File: src/rtl/lzw_pkg.sv
// LZW output buffer shared definitions: cipher constants,
// capture FSM state type and the inverse-transform helper.
package lzw_pkg;

    localparam logic [7:0] LZW_KEY    = 8'h3C;
    localparam logic [7:0] LZW_OFFSET = 8'h05;

    typedef enum logic {
        CAP_IDLE,
        CAP_HOLD
    } cap_state_t;

    // Undo the compressor transform: (b - OFFSET) ^ KEY, 8-bit wrap.
    function automatic logic [7:0] lzw_decode(input logic [7:0] b);
        return (b - LZW_OFFSET) ^ LZW_KEY;
    endfunction

endpackage

File: src/rtl/lzw_sync_fifo.sv
// Single-clock FIFO for the LZW output buffer.
// Ports: i_push/i_pop/i_wdata in; o_head_next (head byte as it will
// be after the current edge), o_level, o_full, o_empty out.
module lzw_sync_fifo #(
    parameter int DEPTH = 4,
    parameter int W     = 8,
    parameter int AW    = $clog2(DEPTH)
) (
    input  logic          clk,
    input  logic          rst_n,
    input  logic          i_push,
    input  logic          i_pop,
    input  logic [W-1:0]  i_wdata,
    output logic [W-1:0]  o_head_next,
    output logic [AW:0]   o_level,
    output logic          o_full,
    output logic          o_empty
);

    logic [W-1:0]  r_mem [DEPTH];
    logic [AW-1:0] r_wr_ptr;
    logic [AW-1:0] r_rd_ptr;
    logic [AW:0]   r_level;

    logic          w_push;
    logic          w_pop;
    logic [AW-1:0] w_rd_next;
    logic [AW:0]   w_level_next;

    assign o_full  = (r_level == (AW+1)'(DEPTH));
    assign o_empty = (r_level == '0);
    assign o_level = r_level;

    // A push into a full FIFO only lands when a pop frees a slot
    // on the same edge.
    assign w_push = i_push && (!o_full || i_pop);
    assign w_pop  = i_pop && !o_empty;

    assign w_rd_next = w_pop ? r_rd_ptr + AW'(1) : r_rd_ptr;

    always_comb begin
        w_level_next = r_level;
        unique case ({w_push, w_pop})
            2'b10:   w_level_next = r_level + (AW+1)'(1);
            2'b01:   w_level_next = r_level - (AW+1)'(1);
            default: w_level_next = r_level;
        endcase
    end

    // The next head is the incoming byte when it is written into the
    // slot that becomes the head (FIFO empty after this edge's pop).
    always_comb begin
        o_head_next = r_mem[w_rd_next];
        if (w_push && (r_wr_ptr == w_rd_next)) begin
            o_head_next = i_wdata;
        end
    end

    always_ff @(posedge clk or negedge rst_n) begin
        if (!rst_n) begin
            r_wr_ptr <= '0;
            r_rd_ptr <= '0;
            r_level  <= '0;
            for (int i = 0; i < DEPTH; i++) begin
                r_mem[i] <= '0;
            end
        end else begin
            if (w_push) begin
                r_mem[r_wr_ptr] <= i_wdata;
                r_wr_ptr        <= r_wr_ptr + AW'(1);
            end
            r_rd_ptr <= w_rd_next;
            r_level  <= w_level_next;
        end
    end

endmodule

File: src/rtl/lzw_output_buffer.sv
// LZW output buffer: captures a byte per comp_done rising edge, buffers
// it and streams it out on out_valid/out_ready; overflow is sticky.
// Ports: clk, rst_n (async low), comp_data/comp_done in; out_data,
// out_valid, level, overflow out; out_ready in.
// Option: LZW_DECODE_CHECK_EN presents the decoded source byte.
module lzw_output_buffer
    import lzw_pkg::*;
#(
    parameter int DEPTH = 4,
    parameter int AW    = $clog2(DEPTH)
) (
    input  logic          clk,
    input  logic          rst_n,
    input  logic [7:0]    comp_data,
    input  logic          comp_done,
    output logic [7:0]    out_data,
    output logic          out_valid,
    input  logic          out_ready,
    output logic [AW:0]   level,
    output logic          overflow
);

    cap_state_t  r_state;
    cap_state_t  w_state_nxt;
    logic        w_capture;

    logic        r_overflow;
    logic [7:0]  r_out_data;

    logic        w_pop;
    logic        w_full;
    logic        w_empty;
    logic [7:0]  w_head_next;
    logic [7:0]  w_out_next;

    always_ff @(posedge clk or negedge rst_n) begin
        if (!rst_n) begin
            r_state <= CAP_IDLE;
        end else begin
            r_state <= w_state_nxt;
        end
    end

    // Only the first cycle of a held done level captures.
    always_comb begin
        w_state_nxt = r_state;
        w_capture   = 1'b0;
        unique case (r_state)
            CAP_IDLE: begin
                if (comp_done) begin
                    w_capture   = 1'b1;
                    w_state_nxt = CAP_HOLD;
                end
            end
            CAP_HOLD: begin
                if (!comp_done) begin
                    w_state_nxt = CAP_IDLE;
                end
            end
            default: w_state_nxt = CAP_IDLE;
        endcase
    end

    assign out_valid = !w_empty;
    assign w_pop     = out_valid && out_ready;

    lzw_sync_fifo #(
        .DEPTH (DEPTH),
        .W     (8),
        .AW    (AW)
    ) u_fifo (
        .clk         (clk),
        .rst_n       (rst_n),
        .i_push      (w_capture),
        .i_pop       (w_pop),
        .i_wdata     (comp_data),
        .o_head_next (w_head_next),
        .o_level     (level),
        .o_full      (w_full),
        .o_empty     (w_empty)
    );

`ifdef LZW_DECODE_CHECK_EN
    assign w_out_next = lzw_decode(w_head_next);
`else
    assign w_out_next = w_head_next;
`endif

    // out_data is a true register fed with the post-edge head, so it
    // tracks the FIFO head with no extra latency and holds on stall.
    always_ff @(posedge clk or negedge rst_n) begin
        if (!rst_n) begin
            r_out_data <= 8'h00;
            r_overflow <= 1'b0;
        end else begin
            r_out_data <= w_out_next;
            if (w_capture && w_full && !w_pop) begin
                r_overflow <= 1'b1;
            end
        end
    end

    assign out_data = r_out_data;
    assign overflow = r_overflow;

endmodule

File: config.mk
export PLATFORM = sky130hd
export DESIGN_NAME = lzw_output_buffer
export DESIGN_NICKNAME = d
export VERILOG_FILES = /design/src/rtl/lzw_pkg.sv /design/src/rtl/lzw_sync_fifo.sv /design/src/rtl/lzw_output_buffer.sv
export SDC_FILE = /design/constraint.sdc
export NUM_CORES = 1
export LEC_CHECK = 0
export ABC_CLOCK_PERIOD_IN_PS = 2400
export CAP_MARGIN = 10
export CORE_MARGIN = 5
export CORE_UTILIZATION = 56
export DETAILED_ROUTE_END_ITERATION = 8
export PLACE_DENSITY = 0.79
export SYNTH_ARGS = -nofsm -noshare
export SYNTH_HDL_FRONTEND = slang
export SYNTH_SLANG_ARGS = --single-unit
File: constraint.sdc
create_clock -name clk -period 2.4 [get_ports clk]
set_input_delay 0.72 -clock clk [delete_from_list [all_inputs] [get_ports clk]]
set_output_delay 0.72 -clock clk [all_outputs]
set_load 0.05 [all_outputs]
### Yosys cells after proc, flatten, opt, wreduce, memory -nomap -nowiden

Index checks and enable logic that the tools add are counted.

| storage, ports and cells | value |
|---|---|
| register bits after elaboration | 49 |
| input port bits | 12 |
| output and inout bits | 13 |

| operators by class | value |
|---|---|
| add/subtract/negate cells | 4 |
| order comparisons | 3 |
| equal/unequal tests | 4 |
| muxes and demuxes | 11 |
| bitwise operators | 2 |
| reductions and logical operators | 13 |

Operators by type and width:

| cell | number |
|---|---|
| $bwmux 32 | 1 |
| $mux 8 | 4 |
| $bmux 8 s2 | 1 |
| $demux 8 s2 | 1 |
| $logic_and 1x1->1 | 7 |
| $ge 3x3->1 const B | 2 |
| $not 2->3 | 2 |
| $pmux 3 s2 | 1 |
| $add 2x1->2 const B | 2 |
| $add 3x1->3 const B | 1 |
| $eq 3x3->1 const B | 1 |
| $logic_not 1->1 | 3 |
| $logic_not 3->1 | 1 |
| $lt 3x1->1 const B | 1 |
| $sub 3x1->3 const B | 1 |
| $eq 2x1->1 const B | 1 |
| $eq 2x2->1 | 1 |
| $eq 2x2->1 const B | 1 |
| $mux 1 | 2 |
| $mux 2 | 1 |
| $reduce_bool 2->1 | 1 |
| $logic_or 1x1->1 | 1 |

### Depth between registers and ports, before layout

Gate-level depths: netlist (run 1).

| logic depth | value |
|---|---|
| depth after elaboration | 10 |
| depth in mapped cells | 11 |
| depth with buffers taken out | 9 |

### Cells and area by module

A second synthesis (run 1) with hierarchy kept.

| unflattened totals | value |
|---|---|
| cell total of the unflattened synthesis | 212 |
| area, all modules | 2575.0 um2 |

Modules (own cells, without submodules):

| module | instances | cells each | area each (um2) |
|---|---|---|---|
| lzw_sync_fifo | 1 | 197 | 2288.4 |
| lzw_output_buffer | 1 | 15 | 286.5 |

### Worst setup path before layout (run 1)

OpenSTA, ideal clock, no wires.

| timing path | value |
|---|---|
| path kind | reg-to-reg |
| from | reg u_fifo.r_level[1], in the netlist u_fifo.o_level[1] |
| to | reg u_fifo.r_level[2], in the netlist u_fifo.o_level[2] |
| library setup time | 148 ps |
| data arrival time | 2308 ps |
| slack | -56 ps |
| cell stages (with the launch flop) | 12 |
| buffers on the path | 3 |
| cells stage by stage | dfrtp_1 -> o31ai_4 -> inv_2 -> buf_6 -> buf_6 -> buf_4 -> ha_1 -> inv_1 -> fa_1 -> xor2_1 -> nor2_1 -> xor2_1 |

| between the ends | value |
|---|---|
| cells in the longest elaborated chain, start to end | 7 |
| elaborated cells between the ends (all ways) | 14 |
| those cells by class | add/sub (2); eq/ne (3); mux (1); reduce/logical (8) |

RTL lines:

| what | RTL line | RTL |
|---|---|---|
| start, declared | lzw_sync_fifo.sv:23 | `logic [AW:0] r_level;` |
| start signal, assigned | lzw_sync_fifo.sv:73 | `r_level <= w_level_next;` |
| $logic_not 3->1 | lzw_sync_fifo.sv:31 | `assign o_empty = (r_level == '0);` |
| $logic_not 1->1 | lzw_sync_fifo.sv:37, lzw_output_buffer.sv:64 |  |
| $logic_and 1x1->1 | lzw_output_buffer.sv:65 | `assign w_pop = out_valid && out_ready;` |
| $logic_or 1x1->1 | lzw_sync_fifo.sv:36 | `assign w_push = i_push && (!o_full \|\| i_pop);` |
| $logic_and 1x1->1 | lzw_sync_fifo.sv:36 |  |
| $eq 2x1->1 / $eq 2x2->1 (equally long branches) | lzw_sync_fifo.sv:43 | `unique case ({w_push, w_pop})` |
| $pmux 3 s2 / $reduce_bool 2->1 (equally long branches) | - |  |

Several ways; a longest one is shown, not always the timed one.
A chain may end at the register's enable or synchronous reset.

### Worst setup path in the final report (run 1)

| timing path | value |
|---|---|
| from | reg u_fifo.r_level[0], in the netlist u_fifo.o_level[0] |
| to | out level[0] |

RTL lines:

| what | RTL line | RTL |
|---|---|---|
| end, declared | lzw_output_buffer.sv:19 | `output logic [AW:0] level,` |

No word-level cell between the ends.

==> results of run 1 <==
-- metrics by stage --
step                      utilization  worst slack (ns)
after floorplan                     -           0.01890
after global placement         0.6821           -0.2997
after detailed placement       0.6821           -0.3656
after CTS                      0.7026           0.03583
after global routing           0.7083           0.01422
final                          0.7083           0.05353
-- layout make-up --
class | count | share of cell area
Clock inverter | 1 | 0.002417
Sequential cell | 49 | 0.3956
Timing Repair Buffer | 50 | 0.1515
Tap cell | 52 | 0.02095
Multi-Input combinational cell | 138 | 0.3952
Clock buffer | 7 | 0.02458
Inverter | 8 | 0.009670
-- flip-flops by register name (all words and copies together), names as in the netlist --
signal           cells
u_fifo.r_wr_ptr      2
u_fifo.r_rd_ptr      2
overflow             1
u_fifo.o_level       3
u_fifo.r_mem        32
r_state              1
out_data             8
-- logic make-up after synthesis --
| family | count (synthesis) | share of synthesized area |
|---|---|---|
| mux | 49 | 0.2170 |
| simple gates | 46 | 0.09912 |
| flops | 49 | 0.4832 |
| compound gates | 29 | 0.1001 |
| buf+inv | 21 | 0.04043 |
| fa+ha+maj | 6 | 0.03254 |
| xor+xnor | 8 | 0.02761 |
-- routing by layer --
| layer | wire [um] | part of all wire | track usage | vias up |
|---|---|---|---|---|
| li1 | - | - | - | 856 |
| met1 | 2392 | 0.46 | 0.2544 | 905 |
| met2 | 2520 | 0.48 | 0.2887 | 45 |
| met3 | 190 | 0.037 | 0.05504 | 14 |
| met4 | 96 | 0.018 | 0.06014 | 0 |
| met5 | 0 | 0 | 0 | - |
-- worst max-delay path by stage --
stage | from | endpoint | cells after the start
finish | u_fifo.o_level[0] | level[0] | 1
global route | u_fifo.o_level[0] | level[0] | 1
detailed placement | out_ready | u_fifo.o_level[2] | 10
global placement | out_ready | u_fifo.o_level[2] | 10
floorplan | u_fifo.o_level[1] | u_fifo.o_level[2] | 11
CTS | out_ready | u_fifo.o_level[2] | 10
-- what timing repair did --
action	in CTS	in global routing
hold buffers	0	0
pin swaps	0	1
setup endpoints to repair	1	10
gates resized for setup	1	4
buffers inserted	0	1
-- cell usage in the layout (no fill, tap or decap), types with 2 or more instances in the layout --
| master | n |
|---|---|
| inv_1 | 7 |
| ha_1 | 5 |
| xnor2_1 | 5 |
| buf_12 | 3 |
| buf_4 | 24 |
| clkdlybuf4s50_1 | 20 |
| mux2_2 | 48 |
| clkbuf_8 | 5 |
| nand2_1 | 7 |
| nand3b_1 | 8 |
| clkbuf_1 | 2 |
| xor2_1 | 3 |
| dfrtp_2 | 2 |
| o221ai_1 | 8 |
| dlymetal6s2s_1 | 2 |
| a22oi_1 | 8 |
| or3_1 | 9 |
| o31ai_1 | 8 |
| dfrtp_1 | 47 |
| nor2_1 | 9 |
| nor3_1 | 9 |
-- power by group --
group	total [W]	switching (W)	internal, W
registers	0.00157	0.000319	0.00125
clock network	0.000480	0.000274	0.000207
logic	0.00236	0.00119	0.00116
total	0.00440	0.00179	0.00262
==> impl_metrics.toml, run 1 <==
[global_route]
grt_overflow = 0
grt_max_degree = 27
grt_pass1_vias = 1823
grt_usage = 0.1871
antenna_found_initial = 0
grt_pass1_wl_um = 8901

[worst_setup_path]
critPathMaxFanout = 6
worstPathCellList = "clkdlybuf4s50_1"
critPathArrivalTime_ns = 1.63
critPathLaunchType = "flop"
cp_num_buf_inv = 1
crit_type = "reg2out"
crit_family = "buffers and inverters"
worstPathRequired_ns = 1.68
reg2reg_to = "u_fifo.o_level[2]"
reg2reg_from = "u_fifo.o_level[1]"
rrSetupSlack_ns = 0.33
r2r_cells = 9
crit_slowest_cell = "clkdlybuf4s50_1"
end_kind = "output port"
slowest_delay_ns = 0.84

[detailed_routing]
wirelength_um = 5200
detail_route.drc_violations = 0
vias = 1820
vias_per_cell = 5.967
dr.pass1.iters = 4
ant_nets = 0
wl_per_cell_um = 17.05
drtIter0Drc = 111

[layout]
nets = 270
final_area_sq_mm = 0.003105
seqCellArea_sq_mm = 0.001229
area_growth_pct = 22.39
multi_input_area_sq_mm = 0.001227
stdcell_count = 305
fill_cells = 313
drive_gt1_frac = 0.3597
antenna_cells = 0

[timing]
setup_tns_ns = 0
fmax_ghz = 0.4262
slew_headroom = 0.6079
finalCritPeriodShare = 0.9777
final-setup-viol-count = 0
drv_slew = 0
fin_skew_ns = 0.005238
tightestPinTransition_ns = 0.5881
whs_ns = 0.4074
rsz0062_at_grt = "no"
period_needed_ns = 2.346
final_hold_viol_count = 0

[place]
dp_hpwl_um = 3589
place_area_sq_mm = 0.002990
numPortBuffers = 24
dp.cells = 296
gp_congestion = 0.7837

[logic_synthesis]
postSynthAreaPerCell_sq_um = 12.20
syn_nets = 226
ys_top_cells_by_area = "dfrtp_1 48%, mux2_2 21%, o221ai_1 2.8%"
ys_warn_count = 0
yosysTopAreaCell = "dfrtp_1"
synth_edf_count = 0
synth_most_common_cell = "dfrtp_1"
synth_ff_type = "dfrtp_1"
synth_seq_cells = 49
synth_top_area_frac = 0.4832
synthArstFlopShare = 1.000
syn_inst = 208
yosysSeqAreaShare = 0.4832
ys_types = 31
synth_area_sq_mm = 0.002537
synth_common_cells = "49 x dfrtp_1, 48 x mux2_2, 9 x nor2_1, 9 x nor3_1, 9 x or3_1"

[job]
cap_violations = 0

[floorplan]
io_pins = 25
initial_core_util = 0.5788
die_h_um = 77.32
rows = 24
core_sq_mm = 0.004384
die_w_um = 77.32
dieArea_sq_mm = 0.005978

[clock_network]
cts.htree.levels = 2
cts_max_path_buffers = 2
clock_latency_ns = 0.31
path_clk_slew_ns = 0.09
root_buffer = "clkbuf_8"
cts_made_buffers = 5
clock_sinks = 49
tritoncts = "yes"

[power]
leakage_nw = 1.339
finalPower_w = 0.004402
ir_worst_vdd_uv = 727.4
p_per_area_mw_per_mm2 = 1417

[min_path]
holdCritPathClass = "in2async"

[run_status]
status = "finished clean"
(Power assumes the default switching activity.)
==> run 2, diff against run 1 <==
CORE_MARGIN = not set   (was 5)
SETUP_SLACK_MARGIN = 0.05   (was not set)
==> run 2 against run 1 <==
Effect of this change:
- worst setup slack better by 0.024 ns
- register-to-register slack better by 0.06 ns
- sequential power hardly changed
- global-route usage is 4.6 points higher
- highest routed layer unchanged
==> impl_metrics.toml, run 2 (synthesis gave the netlist of run 1 again) <==
[run_status]
status = "finished clean"

[layout]
nets = 266
drive_gt1_frac = 0.3494
layout.cells.most_common = "mux2_2"
largest_register_ffs = 32
final_cell_mix = "48 x mux2_2, 46 x dfrtp_1, 23 x buf_4, 21 x clkdlybuf4s50_1"
antenna_cells = 0
area_growth_pct = 19.38
regMostFlops = "u_fifo.r_mem"
final_area_sq_mm = 0.003029
fin_util = 0.6957

[power]
p_int_w = 0.002571
p_sw_w = 0.001752
combPwrFrac = 0.525
ir_worst_vdd_uv = 708.4
p_sw_frac = 0.4053
pwr-share-clk = 0.110
power_frac_seq = 0.366
leakage_nw = 1.286
p_per_area_mw_per_mm2 = 1427

[clock_network]
cts.htree.levels = 2
cts_made_buffers = 5
clock_sinks = 49
path_clk_slew_ns = 0.09
cts_max_path_buffers = 2
root_buffer = "clkbuf_8"
hold_buffers = 0
tritoncts = "yes"
clock_latency_ns = 0.30

[job]
cap_violations = 0

[timing]
slew_headroom = 0.6066
fin_skew_ns = 0.004619
fmax_ghz = 0.4306
rsz0062_at_grt = "yes"
final_hold_viol_count = 0
finalCritPeriodShare = 0.9675
final-setup-viol-count = 0
tightestPinTransition_ns = 0.5902
drv_slew = 0
period_needed_ns = 2.322

[place]
numPortBuffers = 24
gp_congestion = 0.7596
place_area_sq_mm = 0.002930
dp_hpwl_um = 3552

[floorplan]
initial_core_util = 0.5828
core_sq_mm = 0.004354
rows = 24
io_pins = 25
die_h_um = 69.32
dieArea_sq_mm = 0.004805
die_w_um = 69.32

[worst_setup_path]
worstPathRequired_ns = 1.68
worstPathCellList = "clkdlybuf4s50_1"
end_kind = "output port"
crit_type = "reg2out"
slowest_delay_ns = 0.83
crit_slowest_cell = "clkdlybuf4s50_1"
critPathArrivalTime_ns = 1.60
crit_family = "buffers and inverters"
critPathLaunchType = "flop"
cp_num_buf_inv = 1
critPathMaxFanout = 6

[detailed_routing]
met1Wirelength_um = 2351
top_layer_used = "met4"
wl_per_cell_um = 16.62
wirelength_um = 5003
dr.pass1.iters = 4
dr_wl_met2_um = 2413
ant_nets = 0
wl_met3_um = 151
detail_route.drc_violations = 0
vias_per_cell = 5.894
drtIter0Drc = 89
vias = 1774

[global_route]
antenna_found_initial = 0
grt_pass1_wl_um = 8707
grt_pass1_vias = 1813
grt_overflow = 0
grt_max_degree = 21
grt_usage = 0.2335

[min_path]
holdCritPathClass = "in2async"
run 2: changes by cell type in the layout (fill, tap and decap cells not counted), sizes merged:
cell	change
dlymetal6s2s	-2
clkdlybuf4s50	+1
buf	-4
dlygate4sd2	+1
run 2: per-layer routing:
metal	global-route usage	vias up
met5	0	-
met4	0.1066	0
met3	0.03634	8
met2	0.3776	39
met1	0.3106	883
li1	-	844
run 2: final cells by class:
class                           count  area (sq um)
Tap cell                           52         65.06
Multi-Input combinational cell    138          1224
Clock buffer                        7         76.32
Sequential cell                    49          1230
Fill cell                         319          1325
Timing Repair Buffer               46         396.6
Inverter                            8         30.03
Clock inverter                      1         7.507
run 2: worst paths after layout:
check | start | end | slack (ns) | depth (start not counted)
max in group asynchronous | rst_n | u_fifo.r_rd_ptr[0] | 1.50 | 2
min in group clk | overflow | overflow | 0.48 | 1
min reg2reg | overflow | overflow | 0.48 | 1
min | rst_n | out_data[4] | 0.32 | 1
max reg2reg | u_fifo.o_level[1] | u_fifo.o_level[2] | 0.39 | 9
max | u_fifo.o_level[0] | level[0] | 0.08 | 1
run 2: power groups by stage:
| stage | combinational, W | sequential, W | clock (W) |
|---|---|---|---|
| floorplan | 0.00141 | 0.00183 | 0 |
| global placement | 0.00219 | 0.00157 | 0 |
| detailed placement | 0.00226 | 0.00159 | 0 |
| CTS | 0.00227 | 0.00157 | 0.000489 |
| global route | 0.00246 | 0.00164 | 0.000514 |
| finish | 0.00227 | 0.00158 | 0.000474 |
run 2: metrics by stage:
stage	setup WS, ns	hold WS (ns)	power, W	std cells	TNS (ns)
6_report	0.07792	0.3220	0.004323	301	0
5_1_grt	0.02922	0.3389	0.004611	301	0
4_1_cts	0.08507	0.3264	0.004333	301	0
3_5_place_dp	-0.3484	0.4691	0.003848	292	-4.297
3_3_place_gp	-0.2681	0.4654	0.003762	292	-2.914
2_1_floorplan	0.06071	0.4244	0.003234	208	0
run 2: timing repair:
action / 4_1_cts / 5_1_grt
resized for setup: 1 / 1
setup endpoints to repair: 1 / 1
cloned: 0 / 0
buffers inserted: 1 / 0
pin swaps: 1 / 1
==> run 3, diff against run 2 <==
TNS_END_PERCENT = 20   (was not set)
==> results of run 3 <==
Same layout as run 2: the final DEF is identical, and so are final timing and power.
